File: src/rtl/pifo_pkg.sv
// Shared definitions for the PIFO calendar array: cell update-select codes and rank extraction.
package pifo_pkg;

  localparam logic [1:0] SEL_SELF  = 2'd0;
  localparam logic [1:0] SEL_INPUT = 2'd1;
  localparam logic [1:0] SEL_TAIL  = 2'd2;
  localparam logic [1:0] SEL_HEAD  = 2'd3;

  localparam int MAX_ELEM_W = 256;
  localparam int MAX_RANK_W = 64;

  // Callers zero-extend the element to MAX_ELEM_W and truncate the result to their rank width.
  function automatic logic [MAX_RANK_W-1:0] rank_of(input logic [MAX_ELEM_W-1:0] elem,
                                                    input int unsigned pos,
                                                    input int unsigned width);
    logic [MAX_RANK_W-1:0] mask;
    mask = (width >= MAX_RANK_W) ? '1 : ((64'd1 << width) - 64'd1);
    return MAX_RANK_W'(elem >> pos) & mask;
  endfunction

endpackage

File: src/rtl/pifo_calendar_cell.sv
// One PIFO calendar cell: element register plus valid bit, 4:1 next-value mux and rank comparator.
module pifo_calendar_cell
  import pifo_pkg::*;
#(
  parameter int ELEMENT_WIDTH  = 32,
  parameter int RANK_WIDTH     = 19,
  parameter int RANK_START_POS = 12
) (
  input  logic                     clk,
  input  logic                     rstn,
  input  logic [1:0]               sel,
  input  logic [ELEMENT_WIDTH-1:0] push_data,
  input  logic [RANK_WIDTH-1:0]    push_rank,
  input  logic [ELEMENT_WIDTH-1:0] prev_data,
  input  logic                     prev_valid,
  input  logic [ELEMENT_WIDTH-1:0] next_data,
  input  logic                     next_valid,
  output logic [ELEMENT_WIDTH-1:0] data,
  output logic                     valid,
  output logic                     larger
);

  logic [RANK_WIDTH-1:0] rank;

  assign rank   = RANK_WIDTH'(rank_of(MAX_ELEM_W'(data), RANK_START_POS, RANK_WIDTH));
  // Strict compare keeps equal ranks in arrival order.
  assign larger = ~valid | (push_rank < rank);

  always_ff @(posedge clk or negedge rstn) begin
    if (!rstn) begin
      data  <= '0;
      valid <= 1'b0;
    end else begin
      case (sel)
        SEL_INPUT: begin
          data  <= push_data;
          valid <= 1'b1;
        end
        SEL_TAIL: begin
          data  <= prev_data;
          valid <= prev_valid;
        end
        SEL_HEAD: begin
          data  <= next_data;
          valid <= next_valid;
        end
        default: begin
          data  <= data;
          valid <= valid;
        end
      endcase
    end
  end

endmodule

File: src/rtl/pifo_calendar_array_v0_3.sv
// PIFO calendar queue of DEPTH rank-sorted cells (head at cell 0) with push/pop handshakes.
// Optional macro PIFO_TAIL_EVICT_EN: a lower-rank push into a full queue evicts the tail element.
module pifo_calendar_array_v0_3
  import pifo_pkg::*;
#(
  parameter  int ELEMENT_WIDTH  = 32,
  parameter  int RANK_WIDTH     = 19,
  parameter  int RANK_START_POS = 12,
  parameter  int DEPTH          = 16,
  localparam int CNT_WIDTH      = $clog2(DEPTH + 1)
) (
  input  logic                     clk,
  input  logic                     rstn,
  input  logic                     s_push_valid,
  output logic                     s_push_ready,
  input  logic [ELEMENT_WIDTH-1:0] s_push_data,
  output logic                     m_pop_valid,
  input  logic                     m_pop_ready,
  output logic [ELEMENT_WIDTH-1:0] m_pop_data,
`ifdef PIFO_TAIL_EVICT_EN
  output logic                     m_evict_valid,
  output logic [ELEMENT_WIDTH-1:0] m_evict_data,
`endif
  output logic [CNT_WIDTH-1:0]     out_count,
  output logic                     out_full,
  output logic                     out_empty
);

  logic [ELEMENT_WIDTH-1:0] cell_data [DEPTH];
  logic [DEPTH-1:0]         cell_valid;
  logic [DEPTH-1:0]         cell_larger;
  logic [1:0]               cell_sel [DEPTH];
  logic [CNT_WIDTH-1:0]     count;
  logic [CNT_WIDTH-1:0]     ins;
  logic [CNT_WIDTH-1:0]     slot;
  logic [RANK_WIDTH-1:0]    push_rank;
  logic                     push_fire;
  logic                     pop_fire;

  assign push_rank   = RANK_WIDTH'(rank_of(MAX_ELEM_W'(s_push_data), RANK_START_POS, RANK_WIDTH));
  assign out_count   = count;
  assign out_full    = (count == CNT_WIDTH'(DEPTH));
  assign out_empty   = (count == '0);
  assign m_pop_valid = ~out_empty;
  assign m_pop_data  = cell_data[0];
`ifdef PIFO_TAIL_EVICT_EN
  // When full, the tail's larger flag is exactly "push rank below tail rank".
  assign s_push_ready = ~out_full | m_pop_ready | cell_larger[DEPTH-1];
`else
  assign s_push_ready = ~out_full | m_pop_ready;
`endif
  assign push_fire = s_push_valid & s_push_ready;
  assign pop_fire  = m_pop_valid & m_pop_ready;

  // Larger flags are monotonic along the sorted array; the first set one is the insert point.
  always_comb begin
    ins = CNT_WIDTH'(DEPTH);
    for (int i = DEPTH - 1; i >= 0; i--) begin
      if (cell_larger[i]) ins = CNT_WIDTH'(i);
    end
    slot = (ins == '0) ? '0 : ins - CNT_WIDTH'(1);
  end

  always_comb begin
    for (int i = 0; i < DEPTH; i++) begin
      cell_sel[i] = SEL_SELF;
      if (push_fire && !pop_fire) begin
        if (CNT_WIDTH'(i) == ins)     cell_sel[i] = SEL_INPUT;
        else if (CNT_WIDTH'(i) > ins) cell_sel[i] = SEL_TAIL;
      end else if (pop_fire && !push_fire) begin
        cell_sel[i] = SEL_HEAD;
      end else if (push_fire && pop_fire) begin
        if (CNT_WIDTH'(i) < slot)       cell_sel[i] = SEL_HEAD;
        else if (CNT_WIDTH'(i) == slot) cell_sel[i] = SEL_INPUT;
      end
    end
  end

  for (genvar g = 0; g < DEPTH; g++) begin : g_cell
    logic [ELEMENT_WIDTH-1:0] prev_d;
    logic [ELEMENT_WIDTH-1:0] next_d;
    logic                     prev_v;
    logic                     next_v;

    if (g == 0) begin : g_first
      assign prev_d = '0;
      assign prev_v = 1'b0;
    end else begin : g_prev
      assign prev_d = cell_data[g-1];
      assign prev_v = cell_valid[g-1];
    end

    if (g == DEPTH - 1) begin : g_last
      assign next_d = '0;
      assign next_v = 1'b0;
    end else begin : g_next
      assign next_d = cell_data[g+1];
      assign next_v = cell_valid[g+1];
    end

    pifo_calendar_cell #(
      .ELEMENT_WIDTH  (ELEMENT_WIDTH),
      .RANK_WIDTH     (RANK_WIDTH),
      .RANK_START_POS (RANK_START_POS)
    ) u_cell (
      .clk        (clk),
      .rstn       (rstn),
      .sel        (cell_sel[g]),
      .push_data  (s_push_data),
      .push_rank  (push_rank),
      .prev_data  (prev_d),
      .prev_valid (prev_v),
      .next_data  (next_d),
      .next_valid (next_v),
      .data       (cell_data[g]),
      .valid      (cell_valid[g]),
      .larger     (cell_larger[g])
    );
  end

  always_ff @(posedge clk or negedge rstn) begin
    if (!rstn) begin
      count <= '0;
    end else if (push_fire && !pop_fire && !out_full) begin
      count <= count + CNT_WIDTH'(1);
    end else if (pop_fire && !push_fire) begin
      count <= count - CNT_WIDTH'(1);
    end
  end

`ifdef PIFO_TAIL_EVICT_EN
  always_ff @(posedge clk or negedge rstn) begin
    if (!rstn) begin
      m_evict_valid <= 1'b0;
      m_evict_data  <= '0;
    end else begin
      m_evict_valid <= push_fire & ~pop_fire & out_full;
      if (push_fire && !pop_fire && out_full) m_evict_data <= cell_data[DEPTH-1];
    end
  end
`endif

endmodule
File: config.mk
export PLATFORM = sky130hd
export DESIGN_NAME = pifo_calendar_array_v0_3
export DESIGN_NICKNAME = d
export VERILOG_FILES = /design/src/rtl/pifo_pkg.sv /design/src/rtl/pifo_calendar_cell.sv /design/src/rtl/pifo_calendar_array_v0_3.sv
export SDC_FILE = /design/constraint.sdc
export NUM_CORES = 2
export LEC_CHECK = 0
export CORE_UTILIZATION = 55
export CTS_CLUSTER_DIAMETER = 100
export DETAILED_ROUTE_END_ITERATION = 7
export GPL_ROUTABILITY_DRIVEN = 0
export GPL_TIMING_DRIVEN = 0
export PLACE_DENSITY = 0.72
export SYNTH_ARGS = -nofsm -noshare
export SYNTH_HDL_FRONTEND = slang
export SYNTH_HIERARCHICAL = 1
export SYNTH_SLANG_ARGS = --single-unit
File: constraint.sdc
create_clock -name clk -period 6.33 [get_ports clk]
set_clock_uncertainty 0.1 [all_clocks]
set_input_delay 1.266 -clock clk [delete_from_list [all_inputs] [get_ports clk]]
set_output_delay 1.266 -clock clk [all_outputs]
set_load 0.02 [all_outputs]
==> metrics.txt <==
setup violators final 27; Final ANT Viol Nets 0; crit path time final 6390 ps; drt wl/cell 24.1 um; asr flop ratio synth 1.00; # IOs 77; residual DRC count 0; slowest stage delay, CP between 500 and 600 ps; DIE WIDTH 256 um; nets@finish ~3,000; top cells by area, synth dfrtp_1, mux4_2, ha_1, mux4_1, inv_1; Std-Cell Rows 92; WP data arrival 6760 ps; CP max stage cell o21ai_0; die height 256 um; DIE AREA ~66,000 sq um; clock root buffer clkbuf_16; DR iter-0 viols 2,001; Hold Vio Cnt, Final 0; GRT Total Usage 0.268; dpl hpwl 64,500 um; initial core utilization 0.560; top-area cell type share of the netlist area 0.375; Area growth, synth to finish 11.7%; I/O Buffers 76; Synth Area per Inst 14.5 sq um; fmax 0.156 GHz; WS Path Type primary input to flip-flop; Post-Syn Instances around 2,500; cell breakdown of the critical path buf_4 > ha_1 > a21oi_1 > o21ai_0 > o311a_1 > a21oi_2 > buf_4 > nor4_1 > o31a_1 > nor2_2 > nor2b_4 > inv_2 > nor4_4 > xnor2_1 > nand2_1 > o21ai_0 > buf_6 > buf_12 > mux4_2; initial antenna violation count 0; Worst setup SP type primary input; Clock transition at path regs 60 ps; Routed WL 85,800 um; pin count of the biggest net entering global routing 125; final worst-path cycle share 1.01; Yosys reg bits 533; DR vias/cell 6.57; drt pass-1 iters 6; RSZ-0062 raised after global routing true; worst path buffer plus inverter count 5; clk buf depth 3; first-pass GRT wire length 138,000 um; Worst-Margin Slew between 900 and 1000 ps; HP Class flip-flop to flip-flop; CP delay by family, top compound AO/OA/AOI/OAI gates; cell with the most instances after synthesis dfrtp_1; CTS Buf Count 58; Worst slew margin 0.354; status complete, but fails checks; H-tree depth 2; Clk Latency, worst-skew pair a little over 600 ps; setup ws final -61.5 ps; Post-Syn Area 35,600 sq um; routed via count 23,400; Layout fillers 4,633; clk sink count 533; share of layout cells above drive strength 1 0.266; TritonCTS clock tree done; Data required, critical path 6700 ps; crit path max fanout 32; vias in the first global route 24,500; core area 63,500 sq um; CTS Hold Buffers Added 0; CP endpoint kind flip-flop; total gr overflow 0; number of max-cap violations 0; Synth Warn # 6; largest area contributor in the netlist dfrtp_1; Max Slew Vio Count 0; number of enable flip-flop cells after synthesis 0; Inserted Diodes 0; register area share after synthesis 0.375; dominant synthesized flop cell dfrtp_1; synth cell count leaders dfrtp_1, mux4_2, ha_1; Unique masters post-synth 61; violated checks setup timing; Util after Layout 0.626
[area by class of cell]
type,count,area (sq um),share of cell area
multi-input cells,1559,19900,0.501
flip-flops and latches,533,13300,0.335
clock buffers,79,1610,0.0405
plain buffers,135,1580,0.0396
inverters,297,1110,0.0280
well taps,846,1060,0.0266
repair buffers,86,897,0.0226
clock inverters,24,265,0.00667
[per-layer routing]
metal	vias to the layer above	track usage	wire, um
met5	-	0	0
met4	0	0.0944	3100
met3	191	0.0364	4860
met2	877	0.430	41800
met1	12300	0.378	36000
li1	10000	-	-
[stage by stage]
stage	instance area (sq um)	instances	TNS (ps)	hold WS (ps)	setup WS [ps]
6_report	39800	3559	-916	436	-61.5
5_1_grt	39800	3559	-48.4	452	-13.6
4_1_cts	39700	3557	0	432	4.68
3_5_place_dp	37800	3451	-1061520	420	-2490
3_3_place_gp	37700	3447	-	409	-19410
2_1_floorplan	35900	2525	0	405	250
[cell families after synthesis]
| kind of cell | after synthesis | share of synthesized area |
|---|---|---|
| other cells | 1 | 0.000105 |
| buf+inv | 433 | 0.0756 |
| mux | 531 | 0.340 |
| simple gates | 337 | 0.0462 |
| flops | 533 | 0.375 |
| compound gates | 322 | 0.0576 |
| fa+ha+maj | 297 | 0.105 |
| xor+xnor | 6 | 0.00148 |
[sequential cells by signal (all words and copies together) (netlist names)]
register             flops
g_cell.u_cell/data     512
g_cell.u_cell/valid     16
out_count                5
[cells in the final DEF, fill, tap and decap left out, types with 32 or more instances in the layout]
| cell | synthesis | layout |
|---|---|---|
| buf_12 | 32 | 32 |
| dfrtp_1 | 533 | 533 |
| mux4_2 | 432 | 432 |
| buf_6 | 49 | 54 |
| nand3_1 | 44 | 44 |
| conb_1 | 1 | 66 |
| ha_1 | 296 | 295 |
| nor2_1 | 54 | 52 |
| inv_1 | 295 | 295 |
| nand4_1 | 49 | 49 |
| mux4_1 | 80 | 80 |
| clkbuf_16 | 0 | 59 |
| a211oi_1 | 51 | 50 |
| nand2_1 | 119 | 118 |
| clkdlybuf4s50_1 | 0 | 56 |
| o21ai_0 | 48 | 48 |
| a21oi_1 | 139 | 132 |
| buf_4 | 48 | 65 |
[repair_timing]
item,4_1_cts,5_1_grt
pin swaps,1,5
setup endpoints to repair,528,465
setup buffers,3,3
gates resized for setup,120,20
endpoints found under the hold margin,0,0
[path summary, 6_finish.rpt]
path	start	end	slack [ps]	cells after the start
min in group asynchronous	rstn	g_cell[14].u_cell/data[7]	640	1
min	out_count[4]	out_count[4]	440	1
max	s_push_data[19]	g_cell[15].u_cell/data[7]	-60	19
max reg2reg	g_cell[7].u_cell/data[22]	g_cell[15].u_cell/data[7]	390	18
min reg2reg	out_count[4]	out_count[4]	440	1
max in group asynchronous	rstn	g_cell[1].u_cell/data[14]	4060	3
Power is left out: the tool's default activity adds up to more than one toggle a clock period on the data nets, which glitch-free logic cannot reach.
